### src/rtl/ym3438_out_mix.sv
// Stereo output mixer: accumulates panned channel values over a sample frame and
// publishes L/R pairs with a valid strobe. Optional macro YM2612_LADDER_EN adds DAC crossover offset.
module ym3438_out_mix #(
  parameter int ACC_W     = 12,
  parameter int FRAME_LEN = 24
) (
  input  logic                    MCLK,
  input  logic                    IC_b,
  input  logic                    c1,
  input  logic                    c2,
  input  logic                    sample_sync,
  input  logic                    ch_strobe,
  input  logic [8:0]              ch_out,
  input  logic [1:0]              ch_pan,
  output logic signed [ACC_W-1:0] out_l,
  output logic signed [ACC_W-1:0] out_r,
  output logic                    out_valid,
  output logic                    sync_err,
  output logic [4:0]              slot_cnt
);

  localparam logic [4:0] LAST_SLOT = 5'(FRAME_LEN - 1);

  logic signed [ACC_W-1:0] acc_l_q, acc_l_d;
  logic signed [ACC_W-1:0] acc_r_q, acc_r_d;
  logic signed [ACC_W-1:0] out_l_q, out_l_d;
  logic signed [ACC_W-1:0] out_r_q, out_r_d;
  logic                    out_valid_q, out_valid_d;
  logic                    sync_err_q, sync_err_d;
  logic [4:0]              slot_cnt_q, slot_cnt_d;

  logic [8:0]              v;
  logic signed [ACC_W-1:0] vx;
  logic signed [ACC_W-1:0] cl, cr;
  logic                    fs;
  logic                    align_bad;
  logic                    unused_c2;

  assign unused_c2 = c2;

  // Offset binary to two's complement: invert the MSB, then sign-extend.
  assign v  = {~ch_out[8], ch_out[7:0]};
  assign vx = {{(ACC_W-9){v[8]}}, v};

`ifdef YM2612_LADDER_EN
  logic signed [ACC_W-1:0] ofs;
  assign ofs = v[8] ? {{(ACC_W-3){1'b1}}, 3'b100} : {{(ACC_W-3){1'b0}}, 3'b100};

  always_comb begin
    cl = '0;
    cr = '0;
    if (ch_strobe) begin
      cl = ch_pan[1] ? vx + ofs : ofs;
      cr = ch_pan[0] ? vx + ofs : ofs;
    end
  end
`else
  always_comb begin
    cl = '0;
    cr = '0;
    if (ch_strobe) begin
      cl = ch_pan[1] ? vx : '0;
      cr = ch_pan[0] ? vx : '0;
    end
  end
`endif

  assign fs        = sample_sync | (slot_cnt_q == LAST_SLOT);
  assign align_bad = sample_sync && (slot_cnt_q != LAST_SLOT) && (slot_cnt_q != '0);

  always_comb begin
    acc_l_d     = acc_l_q;
    acc_r_d     = acc_r_q;
    out_l_d     = out_l_q;
    out_r_d     = out_r_q;
    out_valid_d = 1'b0;
    sync_err_d  = sync_err_q;
    slot_cnt_d  = slot_cnt_q;
    if (c1) begin
      if (fs) begin
        // Closing slot's own value seeds the next frame rather than this one.
        out_l_d     = acc_l_q;
        out_r_d     = acc_r_q;
        acc_l_d     = cl;
        acc_r_d     = cr;
        slot_cnt_d  = '0;
        out_valid_d = 1'b1;
      end else begin
        acc_l_d    = acc_l_q + cl;
        acc_r_d    = acc_r_q + cr;
        slot_cnt_d = slot_cnt_q + 5'd1;
      end
      if (align_bad) sync_err_d = 1'b1;
    end
  end

  always_ff @(posedge MCLK or negedge IC_b) begin
    if (!IC_b) begin
      acc_l_q     <= '0;
      acc_r_q     <= '0;
      out_l_q     <= '0;
      out_r_q     <= '0;
      out_valid_q <= 1'b0;
      sync_err_q  <= 1'b0;
      slot_cnt_q  <= '0;
    end else begin
      acc_l_q     <= acc_l_d;
      acc_r_q     <= acc_r_d;
      out_l_q     <= out_l_d;
      out_r_q     <= out_r_d;
      out_valid_q <= out_valid_d;
      sync_err_q  <= sync_err_d;
      slot_cnt_q  <= slot_cnt_d;
    end
  end

  assign out_l     = out_l_q;
  assign out_r     = out_r_q;
  assign out_valid = out_valid_q;
  assign sync_err  = sync_err_q;
  assign slot_cnt  = slot_cnt_q;

endmodule
### config.mk
export PLATFORM = sky130hd
export DESIGN_NAME = ym3438_out_mix
export DESIGN_NICKNAME = d
export VERILOG_FILES = /design/src/rtl/ym3438_out_mix.sv
export SDC_FILE = /design/constraint.sdc
export NUM_CORES = 1
export LEC_CHECK = 0
export BUFFER_PORTS_ARGS = -buffer_cell sky130_fd_sc_hd__buf_2
export CORE_MARGIN = 2
export CORE_UTILIZATION = 58
export CTS_CLUSTER_SIZE = 12
export DETAILED_ROUTE_END_ITERATION = 12
export PLACE_DENSITY = 0.79
export SLEW_MARGIN = 10
export SYNTH_ARGS = -nofsm -noshare
export SYNTH_HDL_FRONTEND = slang
export SYNTH_SLANG_ARGS = --single-unit
### constraint.sdc
create_clock -name MCLK -period 2.8 [get_ports MCLK]
set_input_delay 0.56 -clock MCLK [delete_from_list [all_inputs] [get_ports MCLK]]
set_output_delay 0.56 -clock MCLK [all_outputs]
set_load 0.03 [all_outputs]
==> implementation parameters, run 1 <==
Parameter                              Value

Run status
  Outcome    completed

Timing
  F_max    0.381 GHz
  Worst-Margin Slew    0.667 ns
  Slew headroom    between 50 and 60%
  Fraction of the cycle the final worst path needs    93.6%
  Min Hold Slack    between 0.2 and 0.25 ns
  Setup TNS    0 ns
  Worst setup skew after layout    0.0105 ns
  Final max-slew violation count    0
  Setup repair after global routing missed its margin    false
  Time the final worst path needs with I/O delays and setup    2.62 ns
  Fin. Hold Viols    0
  Number of setup violations in the final report    0

Synthesis
  Share of synthesized area spent on multiplexers    between 10% and 20%
  Prevailing post-synth register cell    dfrtp_1
  Area contributors post-synth    dfrtp_1 (39%), ha_1 (8.6%), mux2_2 (8.3%)
  Avg Synthesized Cell Area    9.40 sq um
  Warnings, synthesis    0
  Sequential fraction of the synthesis area    39.2%
  Top cell types by occurrence after synthesis    dfrtp_1 (55), a21oi_1 (40), nor2_1 (30)
  Post-synthesis share of cell area spent on and, or, nand and nor gates    about 17%
  Async set-reset flop share out of synthesis    100%
  Post-Synth Adder-Cell Area    9.70%
  Synthesized Nets    416
  Gate count after technology mapping    between 300 and 400
  Count of distinct cell types in the synthesized netlist    47
  Cell taking the most area after synthesis    dfrtp_1
  Library cell with the highest instance count after synthesis    dfrtp_1
  Number of flip-flops and latches in the synthesized netlist    55
  Synthesized-area fraction occupied by ao, oa, aoi and oai cells    about 18%
  Post-synth EDFFs    0
  Post-synthesis share of cell area spent on xor and xnor gates    around 2%
  Portion of synthesized cell area occupied by the leading cell type    between 30% and 40%
  Post-Synthesis Cell Area    about 3500 sq um
  Main combinational cell family by area after synthesis    compound AO/OA/AOI/OAI gates

GRT
  Met2 GRT Util    a little over two fifths
  Wire length of the first global-routing pass    13,000 um
  Aggregate global-route resource usage    24.8%
  Pin count of the biggest net entering global routing    38
  Global-route track usage on met1    32.8%
  Number of global-route vias before repair    2,885
  Overflow after GRT    0
  Gr busiest metal    met2
  Number of antenna violations at the first check in global routing    0
  Met3 global-route usage    3.63%

Route
  Total DRC errors in the routed layout    0
  Total routed wirelength    7700 um
  Vias per cell    around 5.8
  Via Count    about 3,000
  DRC marker count from the first detailed-route iteration    roughly 140
  Number of nets with antenna violations after routing    0
  Average detailed-routed wire length per instance    15.2 um
  Number of optimization iterations in the first detailed-route pass    4

Power
  Standby leakage power    1.98 nW
  Highest ir drop seen on vdd    366 uV
  Power density over cell area    610 nW/um^2

Run
  Max cap viols    0

Floorplanning
  Number of placement rows    28
  I/O pin count    48
  Overall die width    81.8 um
  Initial Util    59.6%
  Total die area    6680 sq um
  Die extent in y    81.8 um
  Core region area    5890 sq um

Finish
  Area growth, synth to finish    14.8%
  Final core area utilization    68.4%
  Share of cells above drive strength 1    between 20% and 30%
  Number of fill cells    between 400 and 500
  # diodes    0
  Nets    474

Clock tree
  Number of hold-repair buffers added at the cts stage    0
  Cell at the root of the clock tree    clkbuf_8
  Maximum level of the CTS H-tree    2
  Worst skew pair latency    0.30 ns
  Longest Clk Path Bufs    2
  Number of setup buffers added after CTS    0
  CTS tree    yes
  Number of resized instances in the post-cts repair step    0
  Clock-pin transition on the worst setup and hold timing paths    0.09 ns
  Number of buffers added by the clock tree synthesis step    5
  Number of clock sinks    55

Setup path
  Largest stage delay on the critical path    0.36 ns
  Required time of the critical path    around 3 ns
  Arr. time, crit path    2.80 ns
  Cell Chain, Critical Path    buf_2 > and2_1 > nand2_1 > inv_1 > ha_1 > a211oi_2 > o211ai_2 > a2111oi_2 > nor2_1 > and4b_1 > or3_1
  Highest-delay cell along the critical path    or3_1
  Worst setup path category    primary input to flip-flop
  Largest fanout on the critical path    5
  Startpoint type of the worst setup path    primary input
  Crit. End Element    flip-flop

Placed design
  DP HPWL    5830 um
  Count of input and output buffers    46
  Last weighted congestion value of the routability-driven placer    between 0.8 and 0.9

Min path
  Worst hold-check path type    primary input to async pin
[flip-flops by register name, indices dropped and copies added (netlist names)]
name and count:
acc_l_q 12, slot_cnt 5, sync_err 1, acc_r_q 12
out_r 12, out_l 12, out_valid 1
[cell type report]
cell class,count,area [sq um],area share (%)
Tap cell,75,93.8,2.33
Clock inverter,1,7.51,0.186
Clock buffer,7,96.3,2.39
Inverter,15,56.3,1.40
Multi-Input combinational cell,287,2010,49.9
Sequential cell,55,1380,34.2
Timing Repair Buffer,67,388,9.63
[final timing paths]
path	to	startpoint	slack, ns	cells past startpoint
setup / recovery	acc_r_q[9]$_DFFE_PN0P_	ch_pan[0]	0.18	11
hold / removal	out_r[5]$_DFFE_PN0P_	IC_b	0.25	2
setup reg to reg	acc_r_q[9]$_DFFE_PN0P_	acc_r_q[1]$_DFFE_PN0P_	0.43	7
hold reg to reg	sync_err$_DFFE_PN0P_	sync_err$_DFFE_PN0P_	0.48	1
max in group asynchronous	acc_l_q[8]$_DFFE_PN0P_	IC_b	2.25	2
min in group MCLK	sync_err$_DFFE_PN0P_	sync_err$_DFFE_PN0P_	0.48	1
[logic make-up after synthesis]
| kind of cell | Yosys count |
|---|---|
| adder cells (fa/ha/maj) | 26 |
| flip-flops | 55 |
| buffers and inverters | 31 |
| multiplexers | 34 |
| XOR/XNOR | 8 |
| AO/OA/AOI/OAI | 100 |
| AND/OR/NAND/NOR | 119 |
[stage by stage]
step,cell area (sq um),worst slack [ns],std cells,power (mW)
global route,4030,0.0443,507,2.62
finish,4030,0.178,507,2.46
floorplan,3510,0.160,373,1.72
CTS,4030,0.191,507,2.48
global placement,3920,-0.0560,499,1.95
detailed placement,3920,-0.126,499,2.00
[critical path: cells and delay by family]
| kind | cells | cell delay, ns |
|---|---|---|
| and+or+nand+nor | 5 | 0.92 |
| adders and majority gates | 1 | 0.31 |
| AOI/OAI and AO/OA | 3 | 0.82 |
| buffers and inverters | 2 | 0.18 |
[layer usage]
| metal | routed length [um] | up-vias |
|---|---|---|
| met5 | 0 | - |
| met4 | 63 | 0 |
| li1 | - | 1464 |
| met3 | 246 | 8 |
| met2 | 3770 | 66 |
| met1 | 3620 | 1411 |
[placed cells by master (no fill, tap or decap), drive strengths merged, types with 6 or more instances in the layout]
| master | synthesis | routed |
|---|---|---|
| inv | 15 | 15 |
| buf | 6 | 67 |
| mux2 | 26 | 26 |
| nor2b | 7 | 7 |
| nor3 | 8 | 8 |
| nand2 | 24 | 24 |
| and3 | 15 | 15 |
| nor2 | 30 | 30 |
| xnor2 | 6 | 6 |
| nand3 | 13 | 13 |
| clkbuf | 10 | 7 |
| o21ai | 21 | 21 |
| mux2i | 8 | 8 |
| a21o | 8 | 8 |
| ha | 24 | 24 |
| a21oi | 40 | 40 |
| dfrtp | 55 | 55 |
[report_power, final]
group / internal (mW) / switching [mW]
Combinational: 0.369 / 0.549
Sequential: 0.951 / 0.110
Clock: 0.225 / 0.252
No activity file was read; power rests on OpenSTA's default activity.
==> run 2: changes to the inputs <==
--- a/config.mk
+++ b/config.mk
@@ -7,10 +7,10 @@
 export LEC_CHECK = 0
 export BUFFER_PORTS_ARGS = -buffer_cell sky130_fd_sc_hd__buf_2
 export CORE_MARGIN = 2
-export CORE_UTILIZATION = 58
+export CORE_UTILIZATION = 36
 export CTS_CLUSTER_SIZE = 12
 export DETAILED_ROUTE_END_ITERATION = 12
-export PLACE_DENSITY = 0.79
+export PLACE_DENSITY = 0.53
 export SLEW_MARGIN = 10
 export SYNTH_ARGS = -nofsm -noshare
 export SYNTH_HDL_FRONTEND = slang
==> run 2 against run 1 <==
Routed wire length up 4.8%. Register-to-register slack improved by 0.05 ns. Power rose by 0.78%. Via count is 1.5% lower. Sequential power about the same. Worst hold slack better by 0.019 ns. Setup slack improved by 0.079 ns. Clock skew down 0.00063 ns. Clock-buffer cell count is the same. Utilization fell by 25 points. First-iteration DRC count down 41%. Global-route usage fell by 8.7 points. Highest routed layer unchanged.
==> implementation parameters, run 2 (synthesized netlist as in run 1, its figures left out) <==
Parameter                              Value

Floorplanning
  Core region area    9590 sq um (+63%)
  Die extent in y    103 um (+26%)
  Initial Util    36.6% (-23 points)
  I/O pin count    48 (unchanged)
  Number of placement rows    36 (+29%)
  Overall die width    103 um (+26%)
  Total die area    10,500 sq um (+58%)

Setup path
  Startpoint type of the worst setup path    primary input
  Arr. time, crit path    2.74 ns (-0.06 ns)
  FF-to-FF path depth    7 (unchanged)
  Largest fanout on the critical path    7 (+2)
  Required time of the critical path    2.99 ns (about the same)
  Highest-delay cell along the critical path    or3_1
  Largest stage delay on the critical path    0.36 ns (about the same)
  Reg-to-reg critical path endpoint    acc_r_q[9]$_DFFE_PN0P_
  Cell Chain, Critical Path    buf_2 > and2_1 > nand2_1 > inv_1 > ha_1 > a211oi_2 > o211ai_2 > a2111oi_2 > nor2_1 > and4b_1 > or3_1
  Worst setup path category    primary input to flip-flop
  Crit. End Element    flip-flop
  Flop-to-flop setup slack    0.48 ns (+0.05 ns)
  Reg2Reg Launch Point    acc_r_q[1]$_DFFE_PN0P_

Finish
  Top library cells by usage in the layout, fill and taps aside    dfrtp_1 (55), buf_2 (46), a21oi_1 (40)
  Area growth, synth to finish    18.3%
  # diodes    0 (unchanged)
  Final core area utilization    43.2% (-25 points)
  Nets    479 (+1.1%)
  Share of cells above drive strength 1    25.9% (+0.86 points)
  Number of cells in the finished layout apart from fillers    570 (+12%)
  Number of fill cells    981 (+100%)
  Most common cell after layout, fill and taps aside    dfrtp_1

Route
  Average detailed-routed wire length per instance    14.2 um (-6.8%)
  Number of nets with antenna violations after routing    0 (unchanged)
  DRC marker count from the first detailed-route iteration    82 (-41%)
  Vias per cell    5.10 (-12%)
  Number of optimization iterations in the first detailed-route pass    4 (unchanged)
  Total routed wirelength    8070 um (+4.8%)
  Via Count    2,906 (-1.5%)
  Total DRC errors in the routed layout    0 (unchanged)

GRT
  Wire length of the first global-routing pass    13,400 um (+3.1%)
  Overflow after GRT    0 (unchanged)
  Pin count of the biggest net entering global routing    31 (-18%)
  Number of antenna violations at the first check in global routing    0 (unchanged)
  Number of global-route vias before repair    2,706 (-6.2%)
  Aggregate global-route resource usage    16.1% (-8.7 points)

Power
  Highest ir drop seen on vdd    240 uV (-34%)
  Pint    1.55 mW (+0.45%)
  Share of power burned in the clock network    20.2% (+0.8 points)
  Standby leakage power    2.01 nW (+1.5%)
  Total power    2.47 mW (+0.78%)
  Net switching power figure    923 uW (+1.3%)
  Sequential Power Share    42.8% (-0.4 points)
  Fraction of power spent switching nets    37.3% (+0.21 points)
  Power density over cell area    597 nW/um^2 (-2.2%)
  Combinational Power Share    37.0% (-0.4 points)

Timing
  Final max-slew violation count    0 (unchanged)
  Slew headroom    56.7% (+1.1 points)
  Fraction of the cycle the final worst path needs    90.8% (-2.8 points)
  Worst setup skew after layout    0.00984 ns (-0.000635 ns)
  Post-route setup slack    0.257 ns (+0.0790 ns)
  Worst-Margin Slew    0.650 ns (-0.0166 ns)
  Fin. Hold Viols    0 (unchanged)
  Number of setup violations in the final report    0 (unchanged)
  F_max    0.393 GHz (+3.1%)
  Time the final worst path needs with I/O delays and setup    2.54 ns (-0.0790 ns)
  Setup repair after global routing missed its margin    false
  Min Hold Slack    0.267 ns (+0.0186 ns)

Run
  Max cap viols    0 (unchanged)

Clock tree
  Number of setup buffers added after CTS    0 (unchanged)
  Number of buffers added by the clock tree synthesis step    5 (unchanged)
  Number of hold-repair buffers added at the cts stage    0 (unchanged)
  Worst skew pair latency    0.31 ns (about the same)
  Cell at the root of the clock tree    clkbuf_8
  Clock-pin transition on the worst setup and hold timing paths    0.09 ns (about the same)
  Number of resized instances in the post-cts repair step    0 (unchanged)
  Longest Clk Path Bufs    2 (unchanged)
  Number of clock sinks    55 (unchanged)
  CTS tree    yes
  Maximum level of the CTS H-tree    2 (unchanged)

Placed design
  Post-place setup slack    -0.0526 ns (+0.0735 ns)
  Last weighted congestion value of the routability-driven placer    0.857 (+0.94%)
  Count of input and output buffers    46 (unchanged)
  Inst Count DP    562 (+13%)
  DP HPWL    6070 um (+4.1%)

Run status
  Outcome    completed

Min path
  Worst hold-check path type    primary input to async pin
## run 2: changes by cell type in the layout (fill, tap and decap cells not counted), sizes merged
cell	delta
buf	+5
## run 2: worst max path at each step
stage              start                     end  slack, ns  cells past startpoint
3_5_place_dp   ch_pan[0]  acc_r_q[9]$_DFFE_PN0P_      -0.05                     11
3_3_place_gp   ch_pan[0]  acc_r_q[9]$_DFFE_PN0P_      -0.07                     11
4_1_cts        ch_pan[0]  acc_r_q[9]$_DFFE_PN0P_       0.26                     11
6_report       ch_pan[0]  acc_r_q[9]$_DFFE_PN0P_       0.26                     11
5_1_grt        ch_pan[0]  acc_r_q[9]$_DFFE_PN0P_       0.04                     11
2_1_floorplan  ch_strobe  acc_r_q[9]$_DFFE_PN0P_       0.16                      9
## run 2: per-stage QoR
step | setup TNS, ns | instance area (sq um)
finish | 0 | 4150
global route | 0 | 4150
CTS | 0 | 4150
detailed placement | -0.0910 | 4050
global placement | -0.0771 | 4050
floorplan | 0 | 3510
## run 2: cell type report
class	instances	area (sq um)	area share, %
clock buffers	7	96.3	2.32
inverters	15	56.3	1.36
well taps	133	166	4.01
flip-flops and latches	55	1380	33.2
multi-input cells	287	2010	48.4
clock inverters	1	7.51	0.181
repair buffers	72	438	10.6
## run 2: layer usage
| metal | vias up | wire, um | share of wire, % | GRT usage (%) |
|---|---|---|---|---|
| met4 | 0 | 51 | 0.63 | 3.08 |
| met2 | 51 | 3530 | 44 | 25.1 |
| met3 | 4 | 271 | 3.4 | 2.58 |
| met5 | - | 0 | 0 | 0 |
| li1 | 1478 | - | - | - |
| met1 | 1373 | 4220 | 52 | 23.9 |
## run 2: power by group through the flow
stage / clock [mW] / combinational, mW / sequential, mW
after floorplan: 0 / 0.460 / 1.26
after global placement: 0 / 0.910 / 1.07
after detailed placement: 0 / 0.921 / 1.08
after CTS: 0.520 / 0.926 / 1.06
after global routing: 0.555 / 1.02 / 1.09
final: 0.499 / 0.916 / 1.06
## run 2: worst max-delay path: cells and delay by family
| family | cells | cell delay, ns |
|---|---|---|
| buffers and inverters | 2 | 0.19 |
| and+or+nand+nor | 5 | 0.91 |
| AOI/OAI and AO/OA | 3 | 0.79 |
| adders and majority gates | 1 | 0.30 |
==> run 3: changes to the inputs <==
--- a/config.mk
+++ b/config.mk
@@ -10,7 +10,7 @@
 export CORE_UTILIZATION = 36
 export CTS_CLUSTER_SIZE = 12
 export DETAILED_ROUTE_END_ITERATION = 12
-export PLACE_DENSITY = 0.53
+export PLACE_DENSITY = 0.55
 export SLEW_MARGIN = 10
 export SYNTH_ARGS = -nofsm -noshare
 export SYNTH_HDL_FRONTEND = slang
==> constraint.sdc (replaced) <==
create_clock -name MCLK -period 2.2 [get_ports MCLK]
set_input_delay 0.44 -clock MCLK [delete_from_list [all_inputs] [get_ports MCLK]]
set_output_delay 0.44 -clock MCLK [all_outputs]
set_load 0.03 [all_outputs]
==> run 3 against run 2 <==
Register-to-register slack got worse by 0.37 ns. Setup slack lost 0.17 ns. Critical path type unchanged. Routed wire length is 2.2% higher. Sequential power is 28% higher. Die area unchanged. Largest cell class unchanged. Power is 30% higher.
==> implementation parameters, run 3 (synthesized netlist as in run 1, its figures left out) <==
Parameter                              Value

Route
  Total DRC errors in the routed layout    0 (unchanged)
  Via Count    3,001 (+3.3%)
  Average detailed-routed wire length per instance    13.9 um (-1.5%)
  Total routed wirelength    8240 um (+2.2%)
  Number of nets with antenna violations after routing    0 (unchanged)
  DRC marker count from the first detailed-route iteration    93 (+13%)
  Number of optimization iterations in the first detailed-route pass    5 (+1)
  Vias per cell    5.08 (-0.40%)

Floorplanning
  Number of placement rows    36 (unchanged)
  Initial Util    36.6% (unchanged)
  Core region area    9590 sq um (unchanged)
  I/O pin count    48 (unchanged)
  Overall die width    103 um (unchanged)
  Die extent in y    103 um (unchanged)
  Total die area    10,500 sq um (unchanged)

Finish
  Top library cells by usage in the layout, fill and taps aside    dfrtp_1 (55), buf_4 (46), buf_2 (44)
  Share of cells above drive strength 1    34.5% (+8.6 points)
  Final core area utilization    46.9% (+3.6 points)
  Register area    1380 sq um (unchanged)
  Number of fill cells    928 (-5.4%)
  Area growth, synth to finish    28.3%
  Area taken by multi-input logic gates    2180 sq um (+8.4%)
  # diodes    0 (unchanged)
  Most common cell after layout, fill and taps aside    dfrtp_1
  Nets    501 (+4.6%)

Timing
  Fraction of the cycle the final worst path needs    96.0%
  Time the final worst path needs with I/O delays and setup    2.11 ns
  Setup repair after global routing missed its margin    true
  Number of setup violations in the final report    0 (unchanged)
  Setup TNS    0 ns (unchanged)
  F_max    0.474 GHz
  Final max-slew violation count    0 (unchanged)
  Post-route setup slack    0.0882 ns (-0.169 ns)
  Worst-Margin Slew    0.366 ns (-0.284 ns)
  Worst setup skew after layout    0.00665 ns (-0.00319 ns)
  Slew headroom    75.6% (+19 points)
  Fin. Hold Viols    0 (unchanged)
  Min Hold Slack    0.116 ns (-0.151 ns)

Setup path
  Arr. time, crit path    2.31 ns (-0.43 ns)
  Flop-to-flop setup slack    0.11 ns (-0.37 ns)
  Largest fanout on the critical path    8 (+1)
  Worst setup path category    primary input to flip-flop
  Reg2Reg Launch Point    acc_r_q[4]$_DFFE_PN0P_
  FF-to-FF path depth    7 (unchanged)
  Reg-to-reg critical path endpoint    acc_r_q[9]$_DFFE_PN0P_
  Required time of the critical path    2.40 ns (-0.59 ns)
  Startpoint type of the worst setup path    primary input
  Crit. End Element    flip-flop

Clock tree
  CTS tree    yes
  Number of buffers added by the clock tree synthesis step    5 (unchanged)
  Maximum level of the CTS H-tree    2 (unchanged)
  Cell at the root of the clock tree    clkbuf_8
  Worst skew pair latency    0.31 ns (about the same)
  Clock-pin transition on the worst setup and hold timing paths    0.10 ns (about the same)
  Number of clock sinks    55 (unchanged)
  Longest Clk Path Bufs    2 (unchanged)
  Number of hold-repair buffers added at the cts stage    0 (unchanged)

GRT
  Overflow after GRT    0 (unchanged)
  Met2 GRT Util    28.8% (+3.7 points)
  Gr busiest metal    met2
  Number of global-route vias before repair    2,886 (+6.7%)
  Met3 global-route usage    1.83% (-0.75 points)
  Global-route track usage on met1    22.3% (-1.6 points)
  Number of antenna violations at the first check in global routing    0 (unchanged)
  Wire length of the first global-routing pass    13,900 um (+3.9%)
  Aggregate global-route resource usage    16.7% (+0.54 points)
  Pin count of the biggest net entering global routing    56 (+81%)

Power
  Standby leakage power    2.13 nW (+5.8%)
  Combinational Power Share    39.7% (+2.7 points)
  Net switching power figure    1.19 mW (+29%)
  Fraction of power spent switching nets    37.2% (-0.098 points)
  Highest ir drop seen on vdd    328 uV (+37%)
  Share of power burned in the clock network    18.0% (-2.2 points)
  Power density over cell area    713 nW/um^2 (+19%)
  Total power    3.21 mW (+30%)
  Pint    2.01 mW (+30%)
  Sequential Power Share    42.4% (-0.4 points)

Run
  Max cap viols    0 (unchanged)

Min path
  Worst hold-check path type    primary input to async pin

Placed design
  Count of input and output buffers    46 (unchanged)
  DP HPWL    6140 um (+1.2%)
  Last weighted congestion value of the routability-driven placer    0.881 (+2.8%)
  Post-place setup slack    -0.347 ns (-0.294 ns)

Run status
  Outcome    completed
-- run 3: cell types whose count changed in the layout (fill, tap and decap cells not counted), moves of 2 or more --
cell | before | now
o21ai_0 | 20 | 17
ha_4 | 0 | 7
and3_4 | 0 | 3
buf_4 | 25 | 46
and2_1 | 4 | 2
and3_1 | 15 | 11
ha_1 | 24 | 17
and2_4 | 0 | 2
buf_2 | 46 | 44
o21ai_2 | 0 | 2
inv_1 | 15 | 13
-- run 3: layer usage --
layer | part of all wire (%) | wire (um)
met5 | 0 | 0
met4 | 1.2 | 95
met3 | 1.8 | 149
met2 | 49 | 4080
met1 | 48 | 3920
-- run 3: timing repair --
action                     CTS  global route
pin swaps                    0             5
setup buffers                0             2
resized for setup            1            21
setup endpoints to repair    2            12
-- run 3: through the flow --
step / instance area, sq um / instances
final: 4500 / 591
after detailed placement: 4300 / 582
after global routing: 4500 / 591
after floorplan: 3610 / 373
after CTS: 4390 / 589
after global placement: 4300 / 582
-- run 3: cell type report --
type	instances	area share (%)
Sequential cell	55	30.6
Clock buffer	6	1.84
Timing Repair Buffer	94	14.0
Clock inverter	1	0.111
Multi-Input combinational cell	287	48.4
Tap cell	133	3.70
Inverter	15	1.31
-- run 3: power by group through the flow --
stage	Sequential, mW	Clock, mW	Combinational (mW)
final	1.36	0.577	1.27
after CTS	1.36	0.616	1.25
after detailed placement	1.38	0	1.25
after global placement	1.37	0	1.23
after global routing	1.39	0.634	1.41
after floorplan	1.61	0	0.617
-- run 3: worst max-delay path by stage --
stage / slack (ns) / depth (start not counted) / startpoint / end
detailed placement: -0.35 / 11 / ch_strobe / acc_l_q[10]$_DFFE_PN0P_
CTS: 0.01 / 11 / ch_pan[0] / acc_r_q[9]$_DFFE_PN0P_
global placement: -0.33 / 11 / ch_strobe / acc_l_q[10]$_DFFE_PN0P_
global route: -0.02 / 9 / acc_r_q[0]$_DFFE_PN0P_ / acc_r_q[10]$_DFFE_PN0P_
floorplan: -0.08 / 10 / ch_pan[0] / acc_r_q[11]$_DFFE_PN0P_
finish: 0.09 / 9 / ch_pan[0] / acc_r_q[9]$_DFFE_PN0P_
-- run 3: critical path, cell delays in order --
cell,delay [ns]
buf_8,0.11
and3_2,0.24
ha_4,0.22
o21a_1,0.17
o21a_1,0.19
a2111oi_2,0.35
nor2_1,0.10
and4b_1,0.19
or3_1,0.30
